--- config.mk ---
export PLATFORM = sky130hd
export DESIGN_NAME = wb_xbar_timeout_flat
export DESIGN_NICKNAME = d
export VERILOG_FILES = /design/src/rtl/wb_xbar_timeout_if.sv /design/src/rtl/wb_xbar_timeout.sv /design/src/flat_wrapper.sv
export SDC_FILE = /design/constraint.sdc
export NUM_CORES = 1
export LEC_CHECK = 0
export ABC_AREA = 1
export CORE_UTILIZATION = 44
export DETAILED_ROUTE_END_ITERATION = 8
export PLACE_DENSITY_LB_ADDON = 0.1
export SLEW_MARGIN = 20
export SYNTH_ARGS = -nofsm -noshare
export SYNTH_HDL_FRONTEND = slang
export SYNTH_SLANG_ARGS = --single-unit
--- constraint.sdc ---
create_clock -name wb_clk_i -period 2.2 [get_ports wb_clk_i]
set_input_delay 0.44 -clock wb_clk_i [delete_from_list [all_inputs] [get_ports wb_clk_i]]
set_output_delay 0.44 -clock wb_clk_i [all_outputs]
set_load 0.02 [all_outputs]
--- src/rtl/wb_xbar_timeout_if.sv ---
// Master-side Wishbone bus between the Caravel master and the xbar router.
interface wb_xbar_timeout_if;
  logic        wbs_cyc_i;
  logic        wbs_stb_i;
  logic [31:0] wbs_adr_i;
  logic        wbs_ack_o;
  logic [31:0] wbs_dat_o;

  modport master (
    output wbs_cyc_i, wbs_stb_i, wbs_adr_i,
    input  wbs_ack_o, wbs_dat_o
  );

  modport slave (
    input  wbs_cyc_i, wbs_stb_i, wbs_adr_i,
    output wbs_ack_o, wbs_dat_o
  );
endinterface

--- src/rtl/wb_xbar_timeout.sv ---
// Registered Wishbone router: decodes the master address onto one of the team
// wrappers, LA control or GPIO control, waits for that target's ack and aborts
// a stalled target with a watchdog that returns ERR_DATA and an error pulse.
module wb_xbar_timeout #(
  parameter int          NUM_TEAMS   = 1,
  parameter logic [7:0]  BASE_HI     = 8'h30,
  parameter int          TIMEOUT_CYC = 255,
  parameter logic [31:0] ERR_DATA    = 32'hBADC0DE0
) (
  input  logic                        wb_clk_i,
  input  logic                        wb_rst_ni,
  wb_xbar_timeout_if.slave            wbs,
  output logic [NUM_TEAMS:0]          designs_stb,
  output logic                        la_control_stb,
  output logic                        gpio_control_stb,
  output logic [31:0]                 adr_truncated,
  input  logic [NUM_TEAMS:0]          designs_ack_o,
  input  logic [32*(NUM_TEAMS+1)-1:0] designs_dat_flat,
  input  logic                        la_control_ack_o,
  input  logic [31:0]                 la_control_dat_o,
  input  logic                        gpio_control_ack_o,
  input  logic [31:0]                 gpio_control_dat_o,
  output logic                        err_irq,
  output logic [7:0]                  err_count
);

  typedef enum logic [1:0] {IDLE, WAIT, RESP} state_e;

  localparam logic [7:0]  SEL_LA   = 8'hFE;
  localparam logic [7:0]  SEL_GPIO = 8'hFF;
  localparam logic [7:0]  TEAM_MAX = 8'(NUM_TEAMS);
  localparam logic [15:0] WD_LAST  = 16'(TIMEOUT_CYC - 1);

  state_e               state_q, state_d;
  logic [7:0]           tgt_q, tgt_d;
  logic [15:0]          adr_q, adr_d;
  logic [15:0]          wd_q, wd_d;
  logic                 err_q, err_d;
  logic [31:0]          cap_q, cap_d;
  logic [NUM_TEAMS:0]   dstb_q, dstb_d;
  logic                 la_stb_q, la_stb_d;
  logic                 gpio_stb_q, gpio_stb_d;
  logic                 ack_q, ack_d;
  logic [31:0]          dat_q, dat_d;
  logic                 irq_q, irq_d;
  logic [7:0]           cnt_q, cnt_d;

  logic [7:0]  sel;
  logic        hit_team, hit_la, hit_gpio, dec_ok, req;
  logic        t_ack;
  logic [31:0] t_dat;

  // Team slot 0 is reserved, so its ack and data lanes are never looked at.
  logic unused_team0;
  assign unused_team0 = designs_ack_o[0] ^ (^designs_dat_flat[31:0]);

  // Address decode of the incoming request and ack/data select for the latched target.
  always_comb begin
    sel      = wbs.wbs_adr_i[23:16];
    hit_team = (sel >= 8'd1) && (sel <= TEAM_MAX);
    hit_la   = (sel == SEL_LA);
    hit_gpio = (sel == SEL_GPIO);
    dec_ok   = (wbs.wbs_adr_i[31:24] == BASE_HI) && (hit_team || hit_la || hit_gpio);
    req      = wbs.wbs_cyc_i && wbs.wbs_stb_i && !ack_q;
    t_ack    = 1'b0;
    t_dat    = 32'h0;
    for (int i = 1; i <= NUM_TEAMS; i++) begin
      if (tgt_q == 8'(i)) begin
        t_ack = designs_ack_o[i];
        t_dat = designs_dat_flat[32*i +: 32];
      end
    end
    if (tgt_q == SEL_LA) begin
      t_ack = la_control_ack_o;
      t_dat = la_control_dat_o;
    end
    if (tgt_q == SEL_GPIO) begin
      t_ack = gpio_control_ack_o;
      t_dat = gpio_control_dat_o;
    end
  end

  // Transfer FSM: accept in IDLE, hold one strobe in WAIT, respond for one cycle in RESP.
  always_comb begin
    state_d    = state_q;
    tgt_d      = tgt_q;
    adr_d      = adr_q;
    wd_d       = wd_q;
    err_d      = err_q;
    cap_d      = cap_q;
    dstb_d     = dstb_q;
    la_stb_d   = la_stb_q;
    gpio_stb_d = gpio_stb_q;
    cnt_d      = cnt_q;
    ack_d      = 1'b0;
    dat_d      = 32'h0;
    irq_d      = 1'b0;
    case (state_q)
      IDLE: begin
        if (req) begin
          tgt_d = sel;
          adr_d = wbs.wbs_adr_i[15:0];
          wd_d  = 16'h0;
          cap_d = 32'h0;
          if (dec_ok) begin
            state_d = WAIT;
            err_d   = 1'b0;
            dstb_d  = '0;
            for (int i = 1; i <= NUM_TEAMS; i++) begin
              dstb_d[i] = (sel == 8'(i));
            end
            la_stb_d   = hit_la;
            gpio_stb_d = hit_gpio;
          end else begin
            state_d = RESP;
            err_d   = 1'b1;
          end
        end
      end
      WAIT: begin
        if (!wbs.wbs_cyc_i) begin
          state_d    = IDLE;
          dstb_d     = '0;
          la_stb_d   = 1'b0;
          gpio_stb_d = 1'b0;
        end else if (t_ack) begin
          state_d    = RESP;
          cap_d      = t_dat;
          err_d      = 1'b0;
          dstb_d     = '0;
          la_stb_d   = 1'b0;
          gpio_stb_d = 1'b0;
        end else if (wd_q == WD_LAST) begin
          state_d    = RESP;
          err_d      = 1'b1;
          dstb_d     = '0;
          la_stb_d   = 1'b0;
          gpio_stb_d = 1'b0;
        end else begin
          wd_d = wd_q + 16'd1;
        end
      end
      RESP: begin
        state_d = IDLE;
        ack_d   = 1'b1;
        dat_d   = err_q ? ERR_DATA : cap_q;
        irq_d   = err_q;
        if (err_q && (cnt_q != 8'hFF)) begin
          cnt_d = cnt_q + 8'd1;
        end
      end
      default: state_d = IDLE;
    endcase
  end

  // State and registered outputs; reset drops every strobe and the ack immediately.
  always_ff @(posedge wb_clk_i or negedge wb_rst_ni) begin
    if (!wb_rst_ni) begin
      state_q    <= IDLE;
      tgt_q      <= 8'h0;
      adr_q      <= 16'h0;
      wd_q       <= 16'h0;
      err_q      <= 1'b0;
      cap_q      <= 32'h0;
      dstb_q     <= '0;
      la_stb_q   <= 1'b0;
      gpio_stb_q <= 1'b0;
      ack_q      <= 1'b0;
      dat_q      <= 32'h0;
      irq_q      <= 1'b0;
      cnt_q      <= 8'h0;
    end else begin
      state_q    <= state_d;
      tgt_q      <= tgt_d;
      adr_q      <= adr_d;
      wd_q       <= wd_d;
      err_q      <= err_d;
      cap_q      <= cap_d;
      dstb_q     <= dstb_d;
      la_stb_q   <= la_stb_d;
      gpio_stb_q <= gpio_stb_d;
      ack_q      <= ack_d;
      dat_q      <= dat_d;
      irq_q      <= irq_d;
      cnt_q      <= cnt_d;
    end
  end

  assign wbs.wbs_ack_o    = ack_q;
  assign wbs.wbs_dat_o    = dat_q;
  assign designs_stb      = dstb_q;
  assign la_control_stb   = la_stb_q;
  assign gpio_control_stb = gpio_stb_q;
  assign adr_truncated    = {16'h0, adr_q};
  assign err_irq          = irq_q;
  assign err_count        = cnt_q;

endmodule

--- src/flat_wrapper.sv ---
// flat-port wrapper written by rule: the top's interface ports become plain ports
module wb_xbar_timeout_flat 
#(
  parameter int          NUM_TEAMS   = 1,
  parameter logic [7:0]  BASE_HI     = 8'h30,
  parameter int          TIMEOUT_CYC = 255,
  parameter logic [31:0] ERR_DATA    = 32'hBADC0DE0
)
  (wb_clk_i, wb_rst_ni, designs_stb, la_control_stb, gpio_control_stb, adr_truncated, designs_ack_o, designs_dat_flat, la_control_ack_o, la_control_dat_o, gpio_control_ack_o, gpio_control_dat_o, err_irq, err_count, wbs_wbs_cyc_i, wbs_wbs_stb_i, wbs_wbs_adr_i, wbs_wbs_ack_o, wbs_wbs_dat_o);
  wb_xbar_timeout_if wbs_i ();
  input  logic wb_clk_i;
  input  logic wb_rst_ni;
  output logic [NUM_TEAMS:0] designs_stb;
  output logic la_control_stb;
  output logic gpio_control_stb;
  output logic [31:0] adr_truncated;
  input  logic [NUM_TEAMS:0] designs_ack_o;
  input  logic [32*(NUM_TEAMS+1)-1:0] designs_dat_flat;
  input  logic la_control_ack_o;
  input  logic [31:0] la_control_dat_o;
  input  logic gpio_control_ack_o;
  input  logic [31:0] gpio_control_dat_o;
  output logic err_irq;
  output logic [7:0] err_count;
  input wire logic [$bits(wbs_i.wbs_cyc_i)-1:0] wbs_wbs_cyc_i;
  input wire logic [$bits(wbs_i.wbs_stb_i)-1:0] wbs_wbs_stb_i;
  input wire logic [$bits(wbs_i.wbs_adr_i)-1:0] wbs_wbs_adr_i;
  output wire logic [$bits(wbs_i.wbs_ack_o)-1:0] wbs_wbs_ack_o;
  output wire logic [$bits(wbs_i.wbs_dat_o)-1:0] wbs_wbs_dat_o;
  assign wbs_i.wbs_cyc_i = wbs_wbs_cyc_i;
  assign wbs_i.wbs_stb_i = wbs_wbs_stb_i;
  assign wbs_i.wbs_adr_i = wbs_wbs_adr_i;
  assign wbs_wbs_ack_o = wbs_i.wbs_ack_o;
  assign wbs_wbs_dat_o = wbs_i.wbs_dat_o;
  wb_xbar_timeout #(.NUM_TEAMS(NUM_TEAMS), .BASE_HI(BASE_HI), .TIMEOUT_CYC(TIMEOUT_CYC), .ERR_DATA(ERR_DATA)) u_core (.wb_clk_i(wb_clk_i), .wb_rst_ni(wb_rst_ni), .wbs(wbs_i), .designs_stb(designs_stb), .la_control_stb(la_control_stb), .gpio_control_stb(gpio_control_stb), .adr_truncated(adr_truncated), .designs_ack_o(designs_ack_o), .designs_dat_flat(designs_dat_flat), .la_control_ack_o(la_control_ack_o), .la_control_dat_o(la_control_dat_o), .gpio_control_ack_o(gpio_control_ack_o), .gpio_control_dat_o(gpio_control_dat_o), .err_irq(err_irq), .err_count(err_count));
endmodule
==> run summary, run 1 <==
================================================================================
Worst-case clock buffer depth                                                  2
Cell at the root of the clock tree                                     clkbuf_16
Placement Setup Slack                                                  0.0737 ns
Diodes inserted                                                                0
Clock Pin Slew Worst Setup and Hold Paths                                0.05 ns
Tcrit/Tclk final                                                           86.8%
Gr usage total                                                             22.9%
Number of antenna violations at the first check in global routing              0
Initial DRC Count                                                            283
Endpoint required time on the critical path                              1.76 ns
Cell class contributing the biggest share of worst-path delay       buffers and inverters
Clock period minus worst slack                                           1.91 ns
Overall power after layout                                               8.01 mW
Dominant synthesized flop cell                                           dfrtp_1
Sequential standard cell area                                        0.00300 mm2
Pwr/cell area                                                         922 mW/mm2
Area growth, synth to finish                                               43.2%
Final net count                                                             1113
Syn Std Cell Area                                                    0.00606 mm2
Actual slew at the worst max-slew pin                                   0.606 ns
Layout Skew                                                            0.0107 ns
Synthesized area per cell                                               8.08 um2
Number of vias per cell                                                     4.94
Number of synthesized register bits                                          120
Detailed-route via count                                                    5576
Starting Density                                                           45.4%
TritonCTS clock tree                                                         yes
Post-Synthesis Cells                                                         750
CP max FO                                                                      5
Number of setup buffers added after CTS                                        0
Footprint of the multi-input gates                                   0.00256 mm2
Arrival time reported for the critical path endpoint                     1.47 ns
Worst hold slack after final layout                                     0.479 ns
Net switching fraction of the power                                        33.1%
Combinational share of power                                               32.1%
Cell type with the largest total area after synthesis                    dfrtp_1
Filler cells                                                                1099
Core ar.                                                              0.0133 mm2
Highest Clock Rate                                                       524 MHz
Number of synthesized flops with an enable pin                                 0
Detailed-routing iteration count for the pre-antenna-repair pass               5
Power dissipated by switching net loads                                  2.65 mW
Maximum capacitance violations                                                 0
Critical Path Start Type                                               flip-flop
Portion of the post-synthesis area used by sequential elements             49.5%
Overall overflow remaining after global route                                  0
Global placer's final weighted congestion                                  0.867
Async S/R FF share, synth                                                   100%
Leakage power of the design                                              3.89 nW
RSZ-0062 raised after global routing                                       false
Clk network pwr share                                                      31.9%
Maximum cell stage delay along the critical path                         0.64 ns
Final count of pins violating max slew                                         0
Worst Slack Setup Final                                                 0.291 ns
Crit path buf inv count                                                        1
Sequential share of power                                                  36.0%
Number of standard-cell rows in the floorplan                                 42
Type of the tightest min-delay check                                flip-flop to flip-flop
Sort of element at the end of the critical path                     primary output
Height of the chip                                                        119 um
Number of global-route vias before repair                                   5336
Final wirelength                                                         15.8 mm
Critical path class                                                 flip-flop to primary output
Share of Yosys cell area claimed by the top area cell type                 49.5%
Final setup viols                                                              0
Count of unresolved DRC violations after routing                               0
Largest cells by area after synthesis                               dfrtp_1, nand2_1, nand3_1
Wire length of the first global-routing pass                             25.6 mm
H-tree depth reported by CTS                                                   4
Number of failing hold endpoints at the final stage                            0
Internal power component                                                 5.36 mW
Synth warn                                                                     0
Master of the slowest instance on the critical path                 clkdlybuf4s50_1
Slew Limit Headroom                                                        59.5%
Count of nets left with antenna violations after detail routing                0
Run status                                                          complete, no violations
Largest net degree at the start of global routing                             53
Critical path, cell by cell                                         clkdlybuf4s50_1
Post-route core utilization                                                65.0%
HPWL after DPL                                                           11.2 mm
Num Clock Sinks                                                              120
Routed length per placed instance                                        14.0 um
Number of CTS-inserted buffers                                                17
Count of port buffers added during placement                                 195
Total Die Area                                                        0.0143 mm2
Width of the chip                                                         119 um
Unique masters post-synth                                                     36
Max IR drop VDD                                                       0.000619 V
Insertion delay of the later-clocked pin in the worst-skew pair          0.41 ns
Top-Level Pins                                                               246
Fraction of layout instances using a drive strength above 1                8.92%
Aggregate negative setup slack                                              0 ns
================================================================================
[routing by layer]
layer / track usage, % / share of wire [%] / vias up / routed length [um]
li1: - / - / 2748 / -
met1: 29.2 / 44 / 2622 / 6960
met2: 37.8 / 48 / 188 / 7600
met3: 6.32 / 6.5 / 18 / 1020
met4: 7.03 / 1.2 / 0 / 197
met5: 0 / 0 / - / 0
[stage by stage]
step	cells	cell area, um2
finish	1129	8680
global route	1129	8680
CTS	1129	8680
detailed placement	1098	8120
global placement	1098	8120
floorplan	766	6120
[state kept, by name, indices dropped and copies added (netlist names), 2 cells and up]
| register | cells |
|---|---|
| u_core.adr_q | 16 |
| u_core.cap_q | 32 |
| u_core.err_count | 8 |
| u_core.state_q | 2 |
| u_core.tgt_q | 8 |
| u_core.wbs.wbs_dat_o | 32 |
| u_core.wd_q | 16 |
[cell usage in the layout, fill, tap and decap left out, drive strengths merged]
cell type and count:
nand2 210, clkdlybuf4s50 194, dfrtp 120, nand3 113, nor2 65, inv 64, o21ai 61, clkbuf 22
a21oi 17, conb 17, buf 14, xor2 11, nand4 9, xnor2 7, or2 7, clkinv 6
o211ai 3, ha 3, nor3 2, clkinvlp 2, and2 1, a22oi 1, a21o 1, nand3b 1
bufinv 1, dlygate4sd3 1
[layout make-up]
type | count | area share [%]
Clock buffer | 22 | 5.46
Clock inverter | 8 | 0.850
Inverter | 65 | 2.84
Multi-Input combinational cell | 529 | 29.4
Sequential cell | 120 | 34.6
Tap cell | 176 | 2.54
Timing Repair Buffer | 209 | 24.3
[tightest hold or removal path, cell delays in order (launching register included)]
cell     delay (ns)
dfrtp_1        0.34
nand2_1        0.05
nand2_1        0.05
[Yosys cell counts (2+ instances only)]
cell type / count
nand2_1: 209
nand3_2: 12
xor2_1: 11
nor3_1: 2
o21ai_1: 5
inv_1: 59
buf_4: 20
o21ai_4: 2
buf_6: 2
nor2_4: 2
dfrtp_1: 120
clkbuf_2: 2
xnor2_1: 7
nand4_1: 9
nor2_1: 59
nor2_2: 4
clkbuf_1: 12
buf_1: 5
inv_2: 4
nand3_1: 101
buf_2: 10
o211ai_1: 3
o21ai_2: 10
ha_1: 3
o21ai_0: 44
a21oi_1: 17
or2_2: 7
[final timing paths]
path,from,slack [ns],cells after the start,to
worst max-delay path,u_core.err_count[2],0.29,1,err_count[2]
worst min-delay path,u_core.adr_q[4],0.48,2,u_core.adr_q[4]
worst max register to register,u_core.state_q[0],0.36,7,u_core.wd_q[8]
worst min register to register,u_core.adr_q[4],0.48,2,u_core.adr_q[4]
max in group asynchronous,wb_rst_ni,1.06,3,u_core.adr_q[2]
min in group asynchronous,wb_rst_ni,0.51,2,u_core.wd_q[13]
[repair_timing]
item	4_1_cts	5_1_grt
endpoints found under the hold margin	27	0
hold buffers	1	0
gates resized for setup	0	0
[power by group through the flow]
stage | logic [mW] | clock network [mW] | registers, mW
after floorplan | 0.959 | 0 | 3.30
after global placement | 2.53 | 0 | 2.90
after detailed placement | 2.58 | 0 | 2.91
after CTS | 2.59 | 2.60 | 2.88
after global routing | 2.78 | 2.71 | 2.94
final | 2.57 | 2.55 | 2.88
[cell families (layout without fill, tap and decap cells)]
logic type                 Yosys count  in the layout  synth area share (%)
xor gates and xnor gates            18             18                  2.60
other                                1             17                0.0619
buffers and inverters              117            304                  9.29
DFF                                120            120                  49.5
adders and majority gates            3              3                 0.619
AOI/OAI and AO/OA                   83             83                  8.05
and+or+nand+nor                    408            408                  29.8
Note: power is estimated with default switching activity, not from simulation.
==> run 2, diff against run 1 <==
--- a/config.mk
+++ b/config.mk
@@ -8,6 +8,7 @@
 export ABC_AREA = 1
 export CORE_UTILIZATION = 44
 export DETAILED_ROUTE_END_ITERATION = 8
+export HOLD_SLACK_MARGIN = 0.02
 export PLACE_DENSITY_LB_ADDON = 0.1
 export SLEW_MARGIN = 20
 export SYNTH_ARGS = -nofsm -noshare
==> results of run 2 <==
No change in the layout: final DEF, timing and power equal those of run 1.
